[config.mk]
export PLATFORM = sky130hd
export DESIGN_NAME = fifo_stream_arbiter_flat
export DESIGN_NICKNAME = d
export VERILOG_FILES = /design/src/rtl/fifo_stream_arbiter_if.sv /design/src/rtl/fifo_stream_arbiter.sv /design/src/flat_wrapper.sv
export SDC_FILE = /design/constraint.sdc
export NUM_CORES = 1
export LEC_CHECK = 0
export ABC_CLOCK_PERIOD_IN_PS = 6400
export BUFFER_PORTS_ARGS = -buffer_cell sky130_fd_sc_hd__buf_2
export CORE_MARGIN = 10
export CORE_UTILIZATION = 45
export CTS_CLUSTER_SIZE = 20
export DETAILED_ROUTE_END_ITERATION = 6
export GPL_TIMING_DRIVEN = 0
export PLACE_DENSITY_LB_ADDON = 0.08
export REMOVE_ABC_BUFFERS = 1
export SLEW_MARGIN = 10
export SYNTH_ARGS = -nofsm -noshare
export SYNTH_HDL_FRONTEND = slang
export SYNTH_SLANG_ARGS = --single-unit
[constraint.sdc]
create_clock -name clock -period 6.4 [get_ports clock]
set_input_delay 0 -clock clock [delete_from_list [all_inputs] [get_ports clock]]
set_output_delay 0 -clock clock [all_outputs]
set_load 0.1 [all_outputs]
[src/rtl/fifo_stream_arbiter_if.sv]
// Bundles the producer, FIFO and consumer signals around the shared-FIFO arbiter.
// master is the arbiter side; slave is the environment side.
interface fifo_stream_arbiter_if #(
    parameter int unsigned NUM_REQ    = 4,
    parameter int unsigned DATA_WIDTH = 8,
    parameter int unsigned IDX_WIDTH  = 2
);
    logic [NUM_REQ-1:0]            req_Valid;
    logic [NUM_REQ*DATA_WIDTH-1:0] req_Data;
    logic [NUM_REQ-1:0]            req_Ready;
    logic [IDX_WIDTH-1:0]          grant_Index;
    logic                          write_Enable;
    logic [DATA_WIDTH-1:0]         buffer_Input;
    logic                          sig_Full;
    logic                          read_Enable;
    logic [DATA_WIDTH-1:0]         buffer_Output;
    logic                          sig_Empty;
    logic                          out_Valid;
    logic [DATA_WIDTH-1:0]         out_Data;
    logic                          out_Ready;

    modport master (
        input  req_Valid, req_Data, sig_Full, buffer_Output, sig_Empty, out_Ready,
        output req_Ready, grant_Index, write_Enable, buffer_Input, read_Enable,
        output out_Valid, out_Data
    );

    modport slave (
        output req_Valid, req_Data, sig_Full, buffer_Output, sig_Empty, out_Ready,
        input  req_Ready, grant_Index, write_Enable, buffer_Input, read_Enable,
        input  out_Valid, out_Data
    );
endinterface

[src/rtl/fifo_stream_arbiter.sv]
// Round-robin write arbiter feeding a shared FIFO, plus a read sequencer that
// turns FIFO reads into a registered valid/ready stream for one consumer.
module fifo_stream_arbiter #(
    parameter int unsigned NUM_REQ    = 4,
    parameter int unsigned DATA_WIDTH = 8,
    parameter int unsigned IDX_WIDTH  = 2
) (
    input logic                  clock,
    input logic                  reset,
    fifo_stream_arbiter_if.master bus
);

    typedef enum logic [1:0] {StIdle, StFetch, StHold} state_e;

    logic [IDX_WIDTH-1:0]  rr_ptr_q, rr_ptr_d;
    logic [IDX_WIDTH-1:0]  winner;
    logic                  found;
    logic                  grant_en;
    int unsigned           scan_idx;

    state_e                state_q, state_d;
    logic                  out_valid_q, out_valid_d;
    logic [DATA_WIDTH-1:0] out_data_q, out_data_d;
    logic                  read_en;

    // Scan requesters starting at rr_ptr_q, wrapping modulo NUM_REQ.
    always_comb begin
        found    = 1'b0;
        winner   = '0;
        scan_idx = 0;
        for (int unsigned k = 0; k < NUM_REQ; k++) begin
            scan_idx = (32'(rr_ptr_q) + k) % NUM_REQ;
            if (!found && |(bus.req_Valid & (NUM_REQ'(1) << scan_idx))) begin
                found  = 1'b1;
                winner = IDX_WIDTH'(scan_idx);
            end
        end
    end

    assign grant_en = found && !bus.sig_Full && reset;

    always_comb begin
        bus.req_Ready    = '0;
        bus.grant_Index  = '0;
        bus.write_Enable = 1'b0;
        bus.buffer_Input = '0;
        rr_ptr_d         = rr_ptr_q;
        if (grant_en) begin
            bus.req_Ready    = NUM_REQ'(1) << winner;
            bus.grant_Index  = winner;
            bus.write_Enable = 1'b1;
            bus.buffer_Input = DATA_WIDTH'(bus.req_Data >> (32'(winner) * DATA_WIDTH));
            rr_ptr_d         = (32'(winner) == NUM_REQ - 1) ? '0 : winner + IDX_WIDTH'(1);
        end
    end

    always_ff @(posedge clock) begin
        if (!reset) begin
            rr_ptr_q <= '0;
        end else begin
            rr_ptr_q <= rr_ptr_d;
        end
    end

    // Read sequencer: one word per two cycles, data captured the cycle after the read.
    always_comb begin
        state_d     = state_q;
        out_valid_d = out_valid_q;
        out_data_d  = out_data_q;
        read_en     = 1'b0;
        unique case (state_q)
            StIdle: begin
                out_valid_d = 1'b0;
                if (!bus.sig_Empty) begin
                    read_en = 1'b1;
                    state_d = StFetch;
                end
            end
            StFetch: begin
                out_data_d  = bus.buffer_Output;
                out_valid_d = 1'b1;
                state_d     = StHold;
            end
            StHold: begin
                if (bus.out_Ready) begin
                    out_valid_d = 1'b0;
                    if (!bus.sig_Empty) begin
                        read_en = 1'b1;
                        state_d = StFetch;
                    end else begin
                        state_d = StIdle;
                    end
                end
            end
            default: state_d = StIdle;
        endcase
    end

    assign bus.read_Enable = read_en && reset;
    assign bus.out_Valid   = out_valid_q;
    assign bus.out_Data    = out_data_q;

    always_ff @(posedge clock) begin
        if (!reset) begin
            state_q     <= StIdle;
            out_valid_q <= 1'b0;
            out_data_q  <= '0;
        end else begin
            state_q     <= state_d;
            out_valid_q <= out_valid_d;
            out_data_q  <= out_data_d;
        end
    end

endmodule

[src/flat_wrapper.sv]
// flat-port wrapper written by rule: the top's interface ports become plain ports
module fifo_stream_arbiter_flat 
#(
    parameter int unsigned NUM_REQ    = 4,
    parameter int unsigned DATA_WIDTH = 8,
    parameter int unsigned IDX_WIDTH  = 2
)
  (clock, reset, bus_req_Valid, bus_req_Data, bus_sig_Full, bus_buffer_Output, bus_sig_Empty, bus_out_Ready, bus_req_Ready, bus_grant_Index, bus_write_Enable, bus_buffer_Input, bus_read_Enable, bus_out_Valid, bus_out_Data);
  fifo_stream_arbiter_if #(.NUM_REQ(NUM_REQ), .DATA_WIDTH(DATA_WIDTH), .IDX_WIDTH(IDX_WIDTH)) bus_i ();
  input logic clock;
  input logic reset;
  input wire logic [$bits(bus_i.req_Valid)-1:0] bus_req_Valid;
  input wire logic [$bits(bus_i.req_Data)-1:0] bus_req_Data;
  input wire logic [$bits(bus_i.sig_Full)-1:0] bus_sig_Full;
  input wire logic [$bits(bus_i.buffer_Output)-1:0] bus_buffer_Output;
  input wire logic [$bits(bus_i.sig_Empty)-1:0] bus_sig_Empty;
  input wire logic [$bits(bus_i.out_Ready)-1:0] bus_out_Ready;
  output wire logic [$bits(bus_i.req_Ready)-1:0] bus_req_Ready;
  output wire logic [$bits(bus_i.grant_Index)-1:0] bus_grant_Index;
  output wire logic [$bits(bus_i.write_Enable)-1:0] bus_write_Enable;
  output wire logic [$bits(bus_i.buffer_Input)-1:0] bus_buffer_Input;
  output wire logic [$bits(bus_i.read_Enable)-1:0] bus_read_Enable;
  output wire logic [$bits(bus_i.out_Valid)-1:0] bus_out_Valid;
  output wire logic [$bits(bus_i.out_Data)-1:0] bus_out_Data;
  assign bus_i.req_Valid = bus_req_Valid;
  assign bus_i.req_Data = bus_req_Data;
  assign bus_i.sig_Full = bus_sig_Full;
  assign bus_i.buffer_Output = bus_buffer_Output;
  assign bus_i.sig_Empty = bus_sig_Empty;
  assign bus_i.out_Ready = bus_out_Ready;
  assign bus_req_Ready = bus_i.req_Ready;
  assign bus_grant_Index = bus_i.grant_Index;
  assign bus_write_Enable = bus_i.write_Enable;
  assign bus_buffer_Input = bus_i.buffer_Input;
  assign bus_read_Enable = bus_i.read_Enable;
  assign bus_out_Valid = bus_i.out_Valid;
  assign bus_out_Data = bus_i.out_Data;
  fifo_stream_arbiter #(.NUM_REQ(NUM_REQ), .DATA_WIDTH(DATA_WIDTH), .IDX_WIDTH(IDX_WIDTH)) u_core (.clock(clock), .reset(reset), .bus(bus_i));
endmodule
==> summary.md, run 1 <==
| Metric | Value |
|---|---|
| Sequential share of power | 12.5% |
| Finished layout cell area | 1580 µm² |
| Synthesized cell area | 1100 µm² |
| Layout Area Growth over Synthesis | 43.9% |
| Worst r2r path cells | 9 |
| Synth async-reset ratio | 0% |
| Adder-Cell Fraction of Synth Area | ~9.1% |
| DIE WIDTH | roughly 69 µm |
| Clk pin slew, worst setup/hold paths | 0.08 ns |
| FF-to-FF Start | u_core.rr_ptr_q[0] |
| Post-synthesis compound-gate area fraction | roughly 35% |
| Synth Flop Type | dfxtp_1 |
| Leading area contributor after synthesis | dfxtp_1 |
| Avg Cell Area, Syn | around 8.7 µm² |
| Max FO, Critical Path | 12 |
| First-pass GRT wire length | between 5000 and 6000 µm |
| HPWL Detailed | approximately 2800 µm |
| Hold path endpoint | u_core.rr_ptr_q[0] |
| I/O pin count | 74 |
| Critical Path Sink Type | primary output |
| Max VDD drop | ~0.47 mV |
| Hold Path Stages | 3 |
| Antenna Nets Post-Route | 0 |
| DR pass1 iterations | 4 |
| Post-synthesis simple-gate area fraction | 18.5% |
| Initial antenna violation count | 0 |
| Relative slew slack | 55.1% |
| CTS tree | done |
| Final hold vios | 0 |
| DP Cell Count | 222 |
| Largest family of logic cells by synthesized area | compound AO/OA/AOI/OAI gates |
| Critical path arrival | 3.49 ns |
| Clock Skews | 0.00337 ns |
| Net Sw Frac | 65.1% |
| R2R setup slack | 3.40 ns |
| CP max-delay cell | o211ai_2 |
| Largest net degree at the start of global routing | 18 |
| Max cap viols | 0 |
| Clk pwr share | 6.5% |
| Flops & latches, synth | 13 |
| Placement-stage cell area | 1470 µm² |
| Drt via density | 5.46 |
| Top cells by area, synth | dfxtp_1 24%, a22oi_1 14%, ha_1 9.1%, mux2i_1 8.2%, nand2_1 7.5% |
| Final setup violation count | 0 |
| CP delay by family, top | compound AO/OA/AOI/OAI gates |
| Die extent in y | just under 70 µm |
| Pins Over Slew Limit | 0 |
| Routed len/inst | between 10 and 15 µm |
| Gr usage total | approximately 13% |
| Syn Inst Count | 127 |
| Worst Tran Pin Value | 0.672 ns |
| Reg-to-Reg End | u_core.rr_ptr_q[1] |
| Final Wtd Congestion | 0.737 |
| Worst EP required | 6.40 ns |
| Clock tree sinks | 13 |
| Worst setup SP type | register |
| Vias in the first global route | about 1.3k |
| Clock Root Buffer | clkbuf_4 |
| Total CTS buffers | 3 |
| Core area | roughly 2300 µm² |
| Most frequent cell after synthesis | nand2_1 |
| Final nets | 265 |
| CP cell instances | inv_1 > ha_1 > a22o_1 > a221o_1 > or4_4 > o211ai_2 > inv_1 > ha_1 > and2_1 > buf_2 |
| N_diodes | 0 |
| Layout cells sized above 1 | 40.6% |
| Yosys warns | 0 |
| Register area share after synthesis | 23.6% |
| CP startpoint | u_core.rr_ptr_q[0] |
| Maximum clock insertion buffer count | 2 |
| Combinational fraction of design power | 81.0% |
| Delay of the slowest critical-path stage | 0.56 ns |
| Max Freq | 286 MHz |
| Initial Util | 48.4% |
| Total power draw | about 0.8 mW |
| Kind of critical path | register to primary output |
| Share of the synthesized area in the top cell type | between 20% and 30% |
| CP Buf/Inv Count | 3 |
| Initial DRC Count | 92 |
| Die area | 4830 µm² |
| XOR/XNOR Fraction of Synth Area | 0% |
| Top cells by count, synth | 22 x nand2_1, 20 x a22oi_1, 13 x dfxtp_1 |
| Switching power | between 0.5 and 0.6 mW |
| Portion of netlist area occupied by mux cells | slightly above 8% |
| Final worst-path cycle share | between 50% and 60% |
| WHS | 0.0258 ns |
| Layout Cells excl Fill | 235 |
| Port bufs | 73 |
| Min Tclk post-route | 3.49 ns |
| Internal Power | 0.275 mW |
| Lkg Pwr | 0.757 nW |
| Synth unique cells | 33 |
| Fillcell total | roughly 180 |
| Final TNS setup | 0 ns |
| Skew-Pair Late Insertion Delay | roughly 0.28 ns |
| PwrDens | 498 nW/µm² |
| Row Count | 17 |
| DRC viols | 0 |
| Post-CTS Setup Bufs | 0 |
| Worst Min Path Start | bus_sig_Full |
| Run status | completed |
| Drt total wl | ~3400 µm |
| CTS HTree Levels | 1 |
| Total global routing overflow | 0 |
| Number of synthesized flops with an enable pin | 0 |
| RSZ-0062 raised after global routing | no |
| Worst min-delay path class | input port to register |
| Vias | 1,284 |
worst max-delay path by stage:
stage	endpoint	slack, ns	depth (start not counted)
finish	bus_req_Ready[0]	2.91	10
global route	bus_req_Ready[1]	2.65	10
CTS	bus_req_Ready[0]	2.87	10
detailed placement	bus_req_Ready[0]	3.20	10
global placement	bus_req_Ready[2]	3.27	9
floorplan	bus_buffer_Input[0]	2.22	8
cells in the final DEF, fill, tap and decap left out:
cell type,netlist,layout
or2_2,1,1
nand3_1,2,2
o211ai_2,1,1
a22oi_1,20,20
buf_2,3,73
clkbuf_4,0,3
nor3_1,1,1
dlygate4sd3_1,0,9
or4b_1,1,1
nand2_1,22,22
o221a_2,1,1
o21a_1,2,2
a32oi_1,1,1
and3_1,1,1
nor2b_1,1,1
clkbuf_1,2,1
a221oi_1,1,1
or3_1,1,1
ha_1,8,8
o21ai_1,1,1
o32ai_4,2,2
and2_1,5,5
nor4b_1,2,2
nor2_1,3,3
or4_4,1,1
inv_1,6,6
dfxtp_1,13,13
a221oi_2,1,1
a22o_1,2,2
a21oi_2,1,1
a221o_1,1,1
mux2i_1,9,9
a21boi_0,9,9
o21ai_0,1,1
repair_timing:
item                                    CTS  global route
hold buffers                              9             0
hold endpoints to repair                  9             0
endpoints found under the setup margin    0             0
gates resized for setup                   0             0
state kept, by name, indices dropped and copies added, names as in the netlist:
signal                flops
u_core.state_q            2
u_core.bus.out_Valid      1
u_core.bus.out_Data       8
u_core.rr_ptr_q           2
worst reg2reg max path: cells and delay by family (launching register included):
| kind | cells | cell delay, ns |
|---|---|---|
| flip-flops | 1 | 0.42 |
| AND/OR/NAND/NOR | 2 | 0.59 |
| AO/OA/AOI/OAI | 4 | 1.15 |
| buffers and inverters | 1 | 0.13 |
| adder cells (fa/ha/maj) | 2 | 0.60 |
layout make-up:
class	count	area, µm²	area share [%]
inverters	6	22.5	1.42
multi-input cells	102	785	49.5
flip-flops and latches	13	260	16.4
repair buffers	82	455	28.8
clock buffers	4	26.3	1.66
well taps	28	35.0	2.21
metrics by stage:
step / setup slack, ns / util, %
2_1_floorplan: 2.22 / -
3_3_place_gp: 3.27 / 64.5
3_5_place_dp: 3.20 / 64.5
4_1_cts: 2.87 / 69.6
5_1_grt: 2.65 / 69.6
6_report: 2.91 / 69.6
per-layer routing:
| metal | part of all wire (%) | GRT usage, % | wire length, µm |
|---|---|---|---|
| met3 | 12 | 7.70 | 399 |
| met1 | 40 | 14.3 | 1390 |
| met4 | 0.78 | 3.99 | 27 |
| met5 | 0 | 0 | 0 |
| met2 | 47 | 22.1 | 1630 |
power groups by stage:
stage	clock [mW]	combinational, mW	sequential [mW]
2_1_floorplan	0	0.518	0.119
3_3_place_gp	0	0.621	0.100
3_5_place_dp	0	0.637	0.101
4_1_cts	0.0535	0.642	0.0987
5_1_grt	0.0564	0.684	0.101
6_report	0.0513	0.638	0.0986
logic make-up (layout without fill, tap and decap cells):
logic type	after synthesis	in the layout
compound gates	44	44
buf+inv	12	92
fa+ha+maj	8	8
flops	13	13
simple gates	41	41
mux	9	9
Note: power is estimated with default switching activity, not from simulation.
==> inputs of run 2 (changes only) <==
--- a/config.mk
+++ b/config.mk
@@ -5,10 +5,10 @@
 export SDC_FILE = /design/constraint.sdc
 export NUM_CORES = 1
 export LEC_CHECK = 0
-export ABC_CLOCK_PERIOD_IN_PS = 6400
+export ABC_CLOCK_PERIOD_IN_PS = 3600
 export BUFFER_PORTS_ARGS = -buffer_cell sky130_fd_sc_hd__buf_2
 export CORE_MARGIN = 10
-export CORE_UTILIZATION = 45
+export CORE_UTILIZATION = 41
 export CTS_CLUSTER_SIZE = 20
 export DETAILED_ROUTE_END_ITERATION = 6
 export GPL_TIMING_DRIVEN = 0
==> constraint.sdc (replaced) <==
create_clock -name clock -period 3.6 [get_ports clock]
set_input_delay 0 -clock clock [delete_from_list [all_inputs] [get_ports clock]]
set_output_delay 0 -clock clock [all_outputs]
set_load 0.1 [all_outputs]
==> run 2 against run 1 <==
Against the previous run: final cell count rose by 0.85%; power rose by 79%; clock-buffer cell count did not move; clock power rose by 72%; global-route usage fell by 0.80 points; non-clock buffer count did not move; sequential share of layout area fell by 0.12 points; combinational power rose by 80%; critical path depth did not move.
==> summary.md, run 2 (synthesis results as in run 1) <==
| Metric | Value |
|---|---|
| Run status | completed |
| Vias in the first global route | 1,333 |
| CP delay by family, top | compound AO/OA/AOI/OAI gates |
| Largest net degree at the start of global routing | 18 |
| Max cap viols | 0 |
| DIE WIDTH | 71.8 µm |
| Max Freq | 301 MHz |
| Drt total wl | about 3400 µm |
| CTS HTree Levels | 1 |
| Port bufs | 73 |
| Final Util | between 60% and 70% |
| Worst Tran Pin Value | 0.617 ns |
| Fillcell total | 232 |
| Layout Cells excl Fill | 237 |
| DR pass1 iterations | 4 |
| Critical path arrival | 3.32 ns |
| Critical Path Sink Type | primary output |
| Die area | 5160 µm² |
| Crit path depth | 10 |
| Final hold vios | 0 |
| Total CTS buffers | 3 |
| R2R setup slack | 0.78 ns |
| Row Count | 18 |
| Final TNS setup | 0 ns |
| Core area | 2520 µm² |
| Drt via density | 5.30 |
| Hold Path Stages | 3 |
| Final worst slack | approximately 0.28 ns |
| Clk pin slew, worst setup/hold paths | 0.08 ns |
| Lkg Pwr | roughly 0.76 nW |
| RSZ-0062 raised after global routing | no |
| Gr usage total | 12.7% |
| Final setup violation count | 0 |
| Worst min-delay path class | input port to register |
| Multi-input gate area | between 700 and 800 µm² |
| Final Wtd Congestion | 0.763 |
| Final nets | 265 |
| Vias | 1,255 |
| Initial antenna violation count | 0 |
| Delay of the slowest critical-path stage | around 0.53 ns |
| Routed len/inst | 14.3 µm |
| CP Buf/Inv Count | 3 |
| Layout Area Growth over Synthesis | 44.9% |
| Max FO, Critical Path | 12 |
| Relative slew slack | approximately three fifths |
| I/O pin count | 74 |
| Pins Over Slew Limit | 0 |
| PwrDens | 885 nW/µm² |
| Clock Root Buffer | clkbuf_4 |
| Reg area | 260 µm² |
| Layout cells sized above 1 | about two fifths |
| Post-CTS Setup Bufs | 0 |
| Skew-Pair Late Insertion Delay | about 0.27 ns |
| Most frequent cells in the layout | 73 x buf_2, 22 x nand2_1, 20 x a22oi_1, 13 x dfxtp_1 |
| Worst r2r path cells | 9 |
| CP max-delay cell | or4_4 |
| Commonest non-fill, non-tap cell in the layout | buf_2 |
| Antenna Nets Post-Route | 0 |
| Worst setup SP type | register |
| DRC viols | 0 |
| CP cell instances | inv_1 > ha_1 > a22o_1 > a221o_1 > or4_4 > o211ai_4 > inv_1 > ha_1 > and2_1 > buf_2 |
| Initial Util | a little over two fifths |
| N_diodes | 0 |
| First-pass GRT wire length | 5690 µm |
| Initial DRC Count | 46 |
| Final worst-path cycle share | 92.2% |
| WHS | 0.0333 ns |
| Clock tree sinks | 13 |
| HPWL Detailed | approximately 2800 µm |
| Die extent in y | 71.8 µm |
| Clock Skews | ~0.0011 ns |
| Min Tclk post-route | 3.32 ns |
| Max FFs per register | 8 |
| Kind of critical path | register to primary output |
| Setup WS pre-CTS | 0.387 ns |
| Total global routing overflow | 0 |
| Max VDD drop | 0.784 mV |
| CTS tree | done |
| Worst EP required | 3.60 ns |
| Maximum clock insertion buffer count | 2 |
| DP Cell Count | 224 |
==> run 2: routing by layer <==
metal	share of wire [%]	vias up	track usage (%)
met2	55	37	25.2
met5	0	-	0
met1	36	573	11.7
li1	-	639	-
met4	1.4	0	3.87
met3	7.7	6	4.13
==> run 2: worst min-delay path, stage by stage <==
cell,delay (ns)
buf_2,0.10
or3_1,0.10
a21boi_0,0.06
==> run 2: cell type report <==
cell class              instances  area share (%)
multi-input cells             102            49.7
well taps                      30            2.35
inverters                       6            1.41
clock buffers                   4            1.65
flip-flops and latches         13            16.3
repair buffers                 82            28.5
==> run 2: worst paths after layout <==
| path | from | end |
|---|---|---|
| setup / recovery | u_core.rr_ptr_q[0] | bus_req_Ready[1] |
| hold / removal | bus_sig_Full | u_core.rr_ptr_q[0] |
| setup reg to reg | u_core.rr_ptr_q[0] | u_core.rr_ptr_q[1] |
| hold reg to reg | u_core.bus.out_Data[5] | u_core.bus.out_Data[5] |
==> run 2: metrics by stage <==
step           total power, mW  area, µm²
2_1_floorplan             1.13       1070
3_3_place_gp              1.29       1470
3_5_place_dp              1.31       1470
4_1_cts                   1.41       1590
5_1_grt                   1.51       1600
6_report                  1.41       1600
==> run 2: report_power, final <==
| group | switching (mW) | internal (mW) | total, mW |
|---|---|---|---|
| Combinational | 0.854 | 0.294 | 1.15 |
| Clock | 0.0455 | 0.0429 | 0.0884 |
| Sequential | 0.0165 | 0.159 | 0.176 |
| Total | 0.916 | 0.495 | 1.41 |
==> run 2: repair_timing <==
item                       4_1_cts  5_1_grt
hold endpoints to repair         9        0
resized for setup                0        1
hold buffers                     9        0
setup endpoints to repair        0        5
